`src/rtl/matmul_pkg.sv`:
```
// Shared constants, state encoding and operand byte positions for the 2x2 matmul
// sequencer and its systolic core.
package matmul_pkg;

  localparam int DATA_W       = 8;
  localparam int ACC_W        = 16;
  localparam int N_OPER_BYTES = 8;
  localparam int N_RES_BYTES  = 8;
  localparam int N_FEED_STEPS = 4;

  typedef enum logic [2:0] {
    LOAD,
    START,
    FEED,
    CAPTURE,
    DRAIN
  } state_t;

  // Operand stream order: A row-major, then B row-major
  localparam logic [2:0] IDX_A11 = 3'd0;
  localparam logic [2:0] IDX_A12 = 3'd1;
  localparam logic [2:0] IDX_A21 = 3'd2;
  localparam logic [2:0] IDX_A22 = 3'd3;
  localparam logic [2:0] IDX_B11 = 3'd4;
  localparam logic [2:0] IDX_B12 = 3'd5;
  localparam logic [2:0] IDX_B21 = 3'd6;
  localparam logic [2:0] IDX_B22 = 3'd7;

endpackage

```
`src/rtl/matmul_seq.sv`:
```
// Byte-stream sequencer for the 2x2 systolic matmul core: loads A/B, clears the core,
// plays the skewed feed schedule, captures C and streams it out low byte first.
module matmul_seq #(
  parameter int DATA_W = 8,
  parameter int ACC_W  = 16
) (
  input  logic              clk,
  input  logic              rst_n,
  input  logic              clear,
  input  logic              in_valid,
  input  logic [DATA_W-1:0] in_data,
  output logic              in_ready,
  output logic              out_valid,
  output logic [DATA_W-1:0] out_data,
  input  logic              out_ready,
  output logic              busy,
  output logic              mm_start,
  output logic [DATA_W-1:0] mm_a1,
  output logic [DATA_W-1:0] mm_a2,
  output logic [DATA_W-1:0] mm_b1,
  output logic [DATA_W-1:0] mm_b2,
  input  logic [ACC_W-1:0]  mm_c1,
  input  logic [ACC_W-1:0]  mm_c2,
  input  logic [ACC_W-1:0]  mm_c3,
  input  logic [ACC_W-1:0]  mm_c4
);
  import matmul_pkg::*;

  state_t            state;
  logic [2:0]        byte_cnt;
  logic [2:0]        out_cnt;
  logic [1:0]        step;
  logic [DATA_W-1:0] opnd [N_OPER_BYTES];
  logic [ACC_W-1:0]  res  [4];

  // Core inputs {a1, a2, b1, b2} for a feed step; the skew delays row/column 2 by one cycle
  function automatic logic [4*DATA_W-1:0] feed_word(input logic [1:0] s);
    logic [DATA_W-1:0] z;
    z = '0;
    case (s)
      2'd0:    feed_word = {opnd[IDX_A11], z, opnd[IDX_B11], z};
      2'd1:    feed_word = {opnd[IDX_A12], opnd[IDX_A21], opnd[IDX_B21], opnd[IDX_B12]};
      2'd2:    feed_word = {z, opnd[IDX_A22], z, opnd[IDX_B22]};
      default: feed_word = '0;
    endcase
  endfunction

  function automatic logic [DATA_W-1:0] res_byte(input logic [2:0] idx);
    logic [ACC_W-1:0] w;
    w = res[idx[2:1]];
    res_byte = idx[0] ? w[ACC_W-1:DATA_W] : w[DATA_W-1:0];
  endfunction

  always_ff @(posedge clk or negedge rst_n) begin
    if (!rst_n) begin
      state     <= LOAD;
      byte_cnt  <= '0;
      out_cnt   <= '0;
      step      <= '0;
      in_ready  <= 1'b1;
      out_valid <= 1'b0;
      out_data  <= '0;
      busy      <= 1'b0;
      mm_start  <= 1'b0;
      {mm_a1, mm_a2, mm_b1, mm_b2} <= '0;
      for (int unsigned i = 0; i < N_OPER_BYTES; i++) opnd[i] <= '0;
      for (int unsigned i = 0; i < 4; i++) res[i] <= '0;
    end else if (clear) begin
      state     <= LOAD;
      byte_cnt  <= '0;
      out_cnt   <= '0;
      step      <= '0;
      in_ready  <= 1'b1;
      out_valid <= 1'b0;
      out_data  <= '0;
      busy      <= 1'b0;
      mm_start  <= 1'b0;
      {mm_a1, mm_a2, mm_b1, mm_b2} <= '0;
      for (int unsigned i = 0; i < N_OPER_BYTES; i++) opnd[i] <= '0;
      for (int unsigned i = 0; i < 4; i++) res[i] <= '0;
    end else begin
      case (state)
        LOAD: begin
          if (in_valid) begin
            opnd[byte_cnt] <= in_data;
            if (byte_cnt == 3'(N_OPER_BYTES - 1)) begin
              byte_cnt <= '0;
              state    <= START;
              in_ready <= 1'b0;
              busy     <= 1'b1;
              mm_start <= 1'b1;
            end else begin
              byte_cnt <= byte_cnt + 3'd1;
            end
          end
        end
        START: begin
          mm_start <= 1'b0;
          step     <= '0;
          {mm_a1, mm_a2, mm_b1, mm_b2} <= feed_word(2'd0);
          state    <= FEED;
        end
        FEED: begin
          if (step == 2'(N_FEED_STEPS - 1)) begin
            {mm_a1, mm_a2, mm_b1, mm_b2} <= '0;
            state <= CAPTURE;
          end else begin
            step <= step + 2'd1;
            {mm_a1, mm_a2, mm_b1, mm_b2} <= feed_word(step + 2'd1);
          end
        end
        CAPTURE: begin
          // First output byte comes straight from the core since res is written on this edge
          res[0]    <= mm_c1;
          res[1]    <= mm_c2;
          res[2]    <= mm_c3;
          res[3]    <= mm_c4;
          out_cnt   <= '0;
          out_data  <= mm_c1[DATA_W-1:0];
          out_valid <= 1'b1;
          busy      <= 1'b0;
          state     <= DRAIN;
        end
        DRAIN: begin
          if (out_ready) begin
            if (out_cnt == 3'(N_RES_BYTES - 1)) begin
              out_cnt   <= '0;
              out_valid <= 1'b0;
              out_data  <= '0;
              in_ready  <= 1'b1;
              state     <= LOAD;
            end else begin
              out_cnt  <= out_cnt + 3'd1;
              out_data <= res_byte(out_cnt + 3'd1);
            end
          end
        end
        default: begin
          state     <= LOAD;
          in_ready  <= 1'b1;
          out_valid <= 1'b0;
          busy      <= 1'b0;
          mm_start  <= 1'b0;
          {mm_a1, mm_a2, mm_b1, mm_b2} <= '0;
        end
      endcase
    end
  end

endmodule

```
`config.mk`:
```
export PLATFORM = sky130hd
export DESIGN_NAME = matmul_seq
export DESIGN_NICKNAME = d
export VERILOG_FILES = /design/src/rtl/matmul_pkg.sv /design/src/rtl/matmul_seq.sv
export SDC_FILE = /design/constraint.sdc
export NUM_CORES = 1
export LEC_CHECK = 0
export ABC_AREA = 1
export CAP_MARGIN = 20
export CORE_MARGIN = 1.5
export CORE_UTILIZATION = 30
export DETAILED_ROUTE_END_ITERATION = 12
export DONT_BUFFER_PORTS = 1
export SYNTH_ARGS = -nofsm -noshare
export SYNTH_HDL_FRONTEND = slang
export SYNTH_SLANG_ARGS = --single-unit
```
`constraint.sdc`:
```
create_clock -name clk -period 3.2 [get_ports clk]
set_input_delay 0.64 -clock clk [delete_from_list [all_inputs] [get_ports clk]]
set_output_delay 0.64 -clock clk [all_outputs]
set_load 0.005 [all_outputs]
```
==> results.py <==
metrics = {
    "run_status": {
        "status": "finished, violations left",
        "violations": "negative hold slack",
    },
    "place": {
        "place.gp.congestion": 0.796,
        "dp_worst_setup_slack_ns": 0.997,
        "place.port_buffers": 0,
        "hpwl_mm": 15.3,
        "dpl_cell_area_mm2": 0.00887,
    },
    "cts": {
        "cts.repair.resized": 0,
        "htreeDepth": 4,
        "clockBufferDepth": 2,
        "clkSinkCount": 183,
        "root_buffer": "clkbuf_16",
        "numCtsBuffers": 17,
        "cts.clk_slew.worst_paths_ns": 0.07,
        "cts_setup_buffers": 0,
        "tritoncts": "built",
        "clock_latency_ns": 0.44,
    },
    "floorplan": {
        "io_pins": 121,
        "design.core.area_mm2": 0.0279,
        "die_x_um": 172,
        "rows": 61,
        "start_util_pct": 30.7,
        "die_h_um": 172,
        "die_area_mm2": 0.0296,
    },
    "global_route": {
        "grt_pass1_vias": 6569,
        "grt.total_usage_pct": 16.2,
        "antenna_found_initial": 0,
        "overflow": 0,
        "grt_max_degree": 184,
        "grt_pass1_wl_mm": 36.9,
    },
    "drt": {
        "routed_wl_mm": 23.4,
        "avgRoutedWirePerCell_um": 17.4,
        "first_pass_iters": 5,
        "viasPerCell": 5.05,
        "vias": 6783,
        "drt_iter0_drc": 584,
        "antenna_left": 0,
        "drc": 0,
    },
    "synth": {
        "netlist_instances": 980,
        "synth_top_flop_cell": "dfrtp_1",
        "yosysSeqAreaShare_pct": 53.4,
        "ys_ff_latch": 183,
        "ys_types": 31,
        "async_flop_share_pct": 100,
        "synth_nets": 1066,
        "syn_area_mm2": 0.00857,
        "avgSynthCellArea_um2": 8.75,
        "synth_edf_count": 0,
        "yosys_warnings": 0,
    },
    "sta": {
        "tns_ns": 0,
        "finalCritPeriodShare_pct": 70.9,
        "hold_violations": 182,
        "finalSetupViolCount": 0,
        "grt_setup_unrepaired": "no",
        "max_freq_mhz": 441,
        "fin_worst_skew_ns": 0.0158,
        "drv_slew": 0,
        "worst_pin_slew_ns": 0.837,
        "slew_headroom_pct": 44.1,
        "post-route-min-period_ns": 2.27,
        "worst_slack_ns": 0.932,
        "hold_slack_ns": -0.106,
    },
    "worst_setup_path": {
        "r2r-end": "out_data[2]",
        "arrival_ns": 2.59,
        "r2r_slack_ns": 0.93,
        "critical_path_class": "reg2reg",
        "reg2regPathDepth": 10,
        "worstPathMaxFanout": 16,
        "r2r-start": "out_cnt[0]",
        "end_kind": "register",
        "crit_required_ns": 3.52,
        "startpoint_type": "register",
    },
    "pwr": {
        "p_comb_share_pct": 17.8,
        "sw_frac_of_total_pct": 31.1,
        "power.density_mw_per_mm2": 635,
        "p_sw_mw": 1.88,
        "p_seq_share_pct": 43.1,
        "finalPower_mw": 6.05,
        "pwr-share-clk_pct": 39.1,
        "leakagePower_nw": 4.37,
        "internal-power_mw": 4.17,
        "ir_drop_mv": 0.305,
    },
    "layout": {
        "final_area_mm2": 0.00953,
        "drive_gt1_share_pct": 7.88,
        "syn_to_final_growth_pct": 11.2,
        "diodes": 0,
        "final_nets": 1038,
    },
    "worst_hold_path": {
        "hp-class": "in2async",
    },
    "flow_run": {
        "drv_cap": 0,
    },
}
sequential cells by signal, indices dropped and copies added, names as in the netlist, 2 cells and up:
register / count
mm_b2: 8
byte_cnt: 3
step: 2
mm_a2: 8
state: 3
out_cnt: 3
res: 64
mm_b1: 8
opnd: 64
out_data: 8
mm_a1: 8
stage by stage:
stage / std cells / util [%]
2_1_floorplan: 980 / -
3_3_place_gp: 1311 / 31.8
3_5_place_dp: 1311 / 31.8
4_1_cts: 1343 / 34.1
5_1_grt: 1343 / 34.1
6_report: 1343 / 34.1
cells by family (layout without fill, tap and decap cells):
group	count (synthesis)	after routing	synth area share, %
simple gates	432	432	24.5
fa+ha+maj	9	9	1.31
buf+inv	180	165	8.54
flops	183	183	53.4
compound gates	176	176	12.2
layout make-up:
class                   instances  area, um^2
inverters                     122         458
flip-flops and latches        183        4580
repair buffers                 11        95.1
fillers                      2946       18400
clock inverters                12         213
clock buffers                  20         447
multi-input cells             617        3270
well taps                     378         473
critical path, cell delays in order, from the launching register on:
cell and delay [ns]:
dfrtp_1 0.53, ha_1 0.27, ha_1 0.28, inv_1 0.47, nand3_1 0.19, nand2_1 0.11
nand2_1 0.05, nand3_1 0.09, nand2_1 0.06, nand2_1 0.05, nand2_1 0.05
routing by layer:
layer  vias up  track usage [%]  share of wire [%]  wire length, um
li1       3258                -                  -                -
met1      3300             21.6                 44            10300
met2       204             26.3                 49            11300
met3        21             3.91                6.1             1430
met4         0             3.93                1.2              274
met5         -                0                  0                0
worst max path at each step:
stage | start | cells past startpoint | to
2_1_floorplan | out_cnt[0] | 12 | out_data[0]
3_3_place_gp | out_cnt[0] | 10 | out_data[2]
6_report | out_cnt[0] | 10 | out_data[2]
3_5_place_dp | out_cnt[0] | 10 | out_data[2]
5_1_grt | out_cnt[0] | 11 | out_data[5]
4_1_cts | out_cnt[0] | 10 | out_data[2]
synthesized netlist by cell type (2+ instances only):
master,number,area [um^2]
inv_2,7,26.3
nor3_1,2,10.0
nor2_2,3,18.8
ha_1,9,113
a22oi_1,16,120
nor2_1,8,30.0
nand2_1,229,860
nand3_1,150,751
buf_4,5,37.5
clkbuf_1,22,82.6
dfrtp_1,182,4550
o22ai_1,96,601
nand2_2,3,18.8
inv_1,113,424
o21ai_1,14,70.1
buf_2,24,120
nand4_4,7,149
nand4_1,17,106
buf_1,6,22.5
a21oi_1,5,25.0
o21ai_0,42,210
nand2_4,8,90.1
clkinv_1,2,7.51
nor2_4,3,33.8
power groups by stage:
| stage | Combinational (mW) | Sequential (mW) | Clock, mW |
|---|---|---|---|
| after global routing | 1.19 | 2.63 | 2.51 |
| after global placement | 1.06 | 2.66 | 0 |
| after detailed placement | 1.07 | 2.66 | 0 |
| final | 1.08 | 2.61 | 2.37 |
| after CTS | 1.07 | 2.62 | 2.41 |
| after floorplan | 0.865 | 2.58 | 0 |
cells in the final DEF, fill, tap and decap left out, types with 2 or more instances in the layout:
cell type  instances
nor2_2             2
bufinv_16          5
nand2_1          229
a21oi_1            5
nor3_1             2
inv_1            113
clkbuf_1           2
nor2_1             8
nand4_1           17
ha_1               9
inv_8              2
nor2_4             4
nand3_1          150
o22ai_1           96
buf_4             10
a22oi_1           16
nand2_4            8
clkbuf_16         17
inv_2              7
o21ai_0           42
clkinv_4           2
clkinv_1           2
nand2_2            3
dfrtp_1          182
o21ai_1           14
inv_6              2
nand4_4            7
(Power assumes the default switching activity.)
==> RTL edit, RTL diff (config.mk and constraints unchanged) <==
Make the reset (`rst_n`) synchronous in one clocked block.
--- a/src/rtl/matmul_seq.sv
+++ b/src/rtl/matmul_seq.sv
@@ -53,3 +53,3 @@
 
-  always_ff @(posedge clk or negedge rst_n) begin
+  always_ff @(posedge clk) begin
     if (!rst_n) begin
Behaviour: same outputs for any inputs over 4 cycles, from zero or initial values and one cycle with rst_n low; that may be too few to reach the edited logic, so the function may still have changed.
==> RTL edit against the original RTL <==
Sequential cell count unchanged; final area decreased by 4.8%; cell count decreased by 4.8%; wire length decreased by 14%; area after synthesis decreased by 4.1%; non-clock buffer count decreased by 3; setup slack improved by 0.14 ns; critical endpoint is now out_data[1]$_SDFFE_PP0P_.
Power is not compared: it rests on default switching activity, and its combinational part moved more than twofold at a synthesized area within 25%.
==> RTL edit: results (changes against the original RTL) <==
Period minus WS final - 2.13 ns (-0.142 ns)
Hold WC Path Type - input port to flop
Vias - 5881 (-13%)
Pre-antenna DRT Iters - 6 (+1)
non-clock buffer count - 8 (-3)
invs w/o clock - 132 (+8.2%)
fillers - 2713 (-7.9%)
Worst Path Max Fanout - 26 (+10)
IO buf count - 0 (unchanged)
worst slew pin tran - 0.839 ns (+0.00251 ns)
top_reg_cell synth - edfxtp_1
Slowest cell on crit path - clkinv_1
fin cells - 1279 (-4.8%)
Total Routing Usage GR - 14.7% (-1.5 points)
Arrival @ worst endpoint - 2.49 ns (-0.10 ns)
multi-input combinational area share - 30.2% (-4.1 points)
Non-clock buffer share - 0.662% (-0.34 points)
EDFF count, synth - 112 (+112)
storage element area - 4780 um^2 (+4.5%)
largest net degree at the start of global routing - 50 (-73%)
setup slack at placement - 0.764 ns (-0.233 ns)
Multi-Input Combinational - 583 (-5.5%)
crit path launch - out_cnt[0]$_SDFFE_PP0P_
Final Routed Wirelength - 20.0 mm (-14%)
Regs by FF count - opnd: 64 flops, res: 64 flops
Mean Syn Cell Area - 8.77 um^2 (+0.19%)
Syn Nets - 1024 (-3.9%)
placed cell count - 1247 (-4.9%)
layout cell share with drive strength beyond 1 - 6.93% (-0.95 points)
Row Count - 60 (-1.6%)
initial antenna violation count - 0 (unchanged)
Max stage delay on crit path - 0.60 ns (+0.07 ns)
first-pass GRT wire length - 31.5 mm (-15%)
outcome - completed
vias in the first global route - 5742 (-13%)
Clock Buffer Count - 18 (-10%)
Worst Skew - 0.0110 ns (-0.00475 ns)
GPL Wtd Cong - 0.808 (+1.5%)
total negative setup slack - 0 ns (unchanged)
Synth area leaders - edfxtp_1 41%, dfxtp_1 17%, nand2_1 12%, nor2_1 6.0%, inv_1 5.7%
Layout clock area frac - 6.23% (-0.69 points)
share of flip-flops with an asynchronous set or reset - 0% (-100 points)
Placed Area - 8510 um^2 (-4.1%)
register area share after synthesis - 58.2% (+4.8 points)
final HPWL from detailed placement - 14.0 mm (-8.5%)
drt initial violations - 494 (-15%)
commonest cells in the netlist - 257 x nand2_1, 132 x nor2_1, 125 x inv_1
RTL edit: power by group:
group          total, mW  internal, mW  switching [mW]
clock network       2.00          1.03           0.972
registers           2.58          2.56          0.0249
logic              0.143        0.0351           0.108
RTL edit: metal layers:
layer	up-vias	wire length (um)	track usage, %
met5	-	0	0
li1	2968	-	-
met2	143	8930	22.5
met3	16	1590	5.47
met1	2754	9160	19.2
met4	0	311	4.39
RTL edit: final timing paths:
check,to,slack (ns),depth (start not counted)
max,out_data[1]$_SDFFE_PP0P_,1.07,9
max reg2reg,out_data[1]$_SDFFE_PP0P_,1.07,9
min reg2reg,res[2][5]$_SDFFE_PP0P_,0.47,2
min,res[2][15]$_SDFFE_PP0P_,0.35,2
RTL edit: logic make-up after synthesis:
group / synth area share [%]
AOI/OAI and AO/OA: 7.88
adders and majority gates: 1.37
buffers and inverters: 8.51
DFF: 58.2
and+or+nand+nor: 24.1
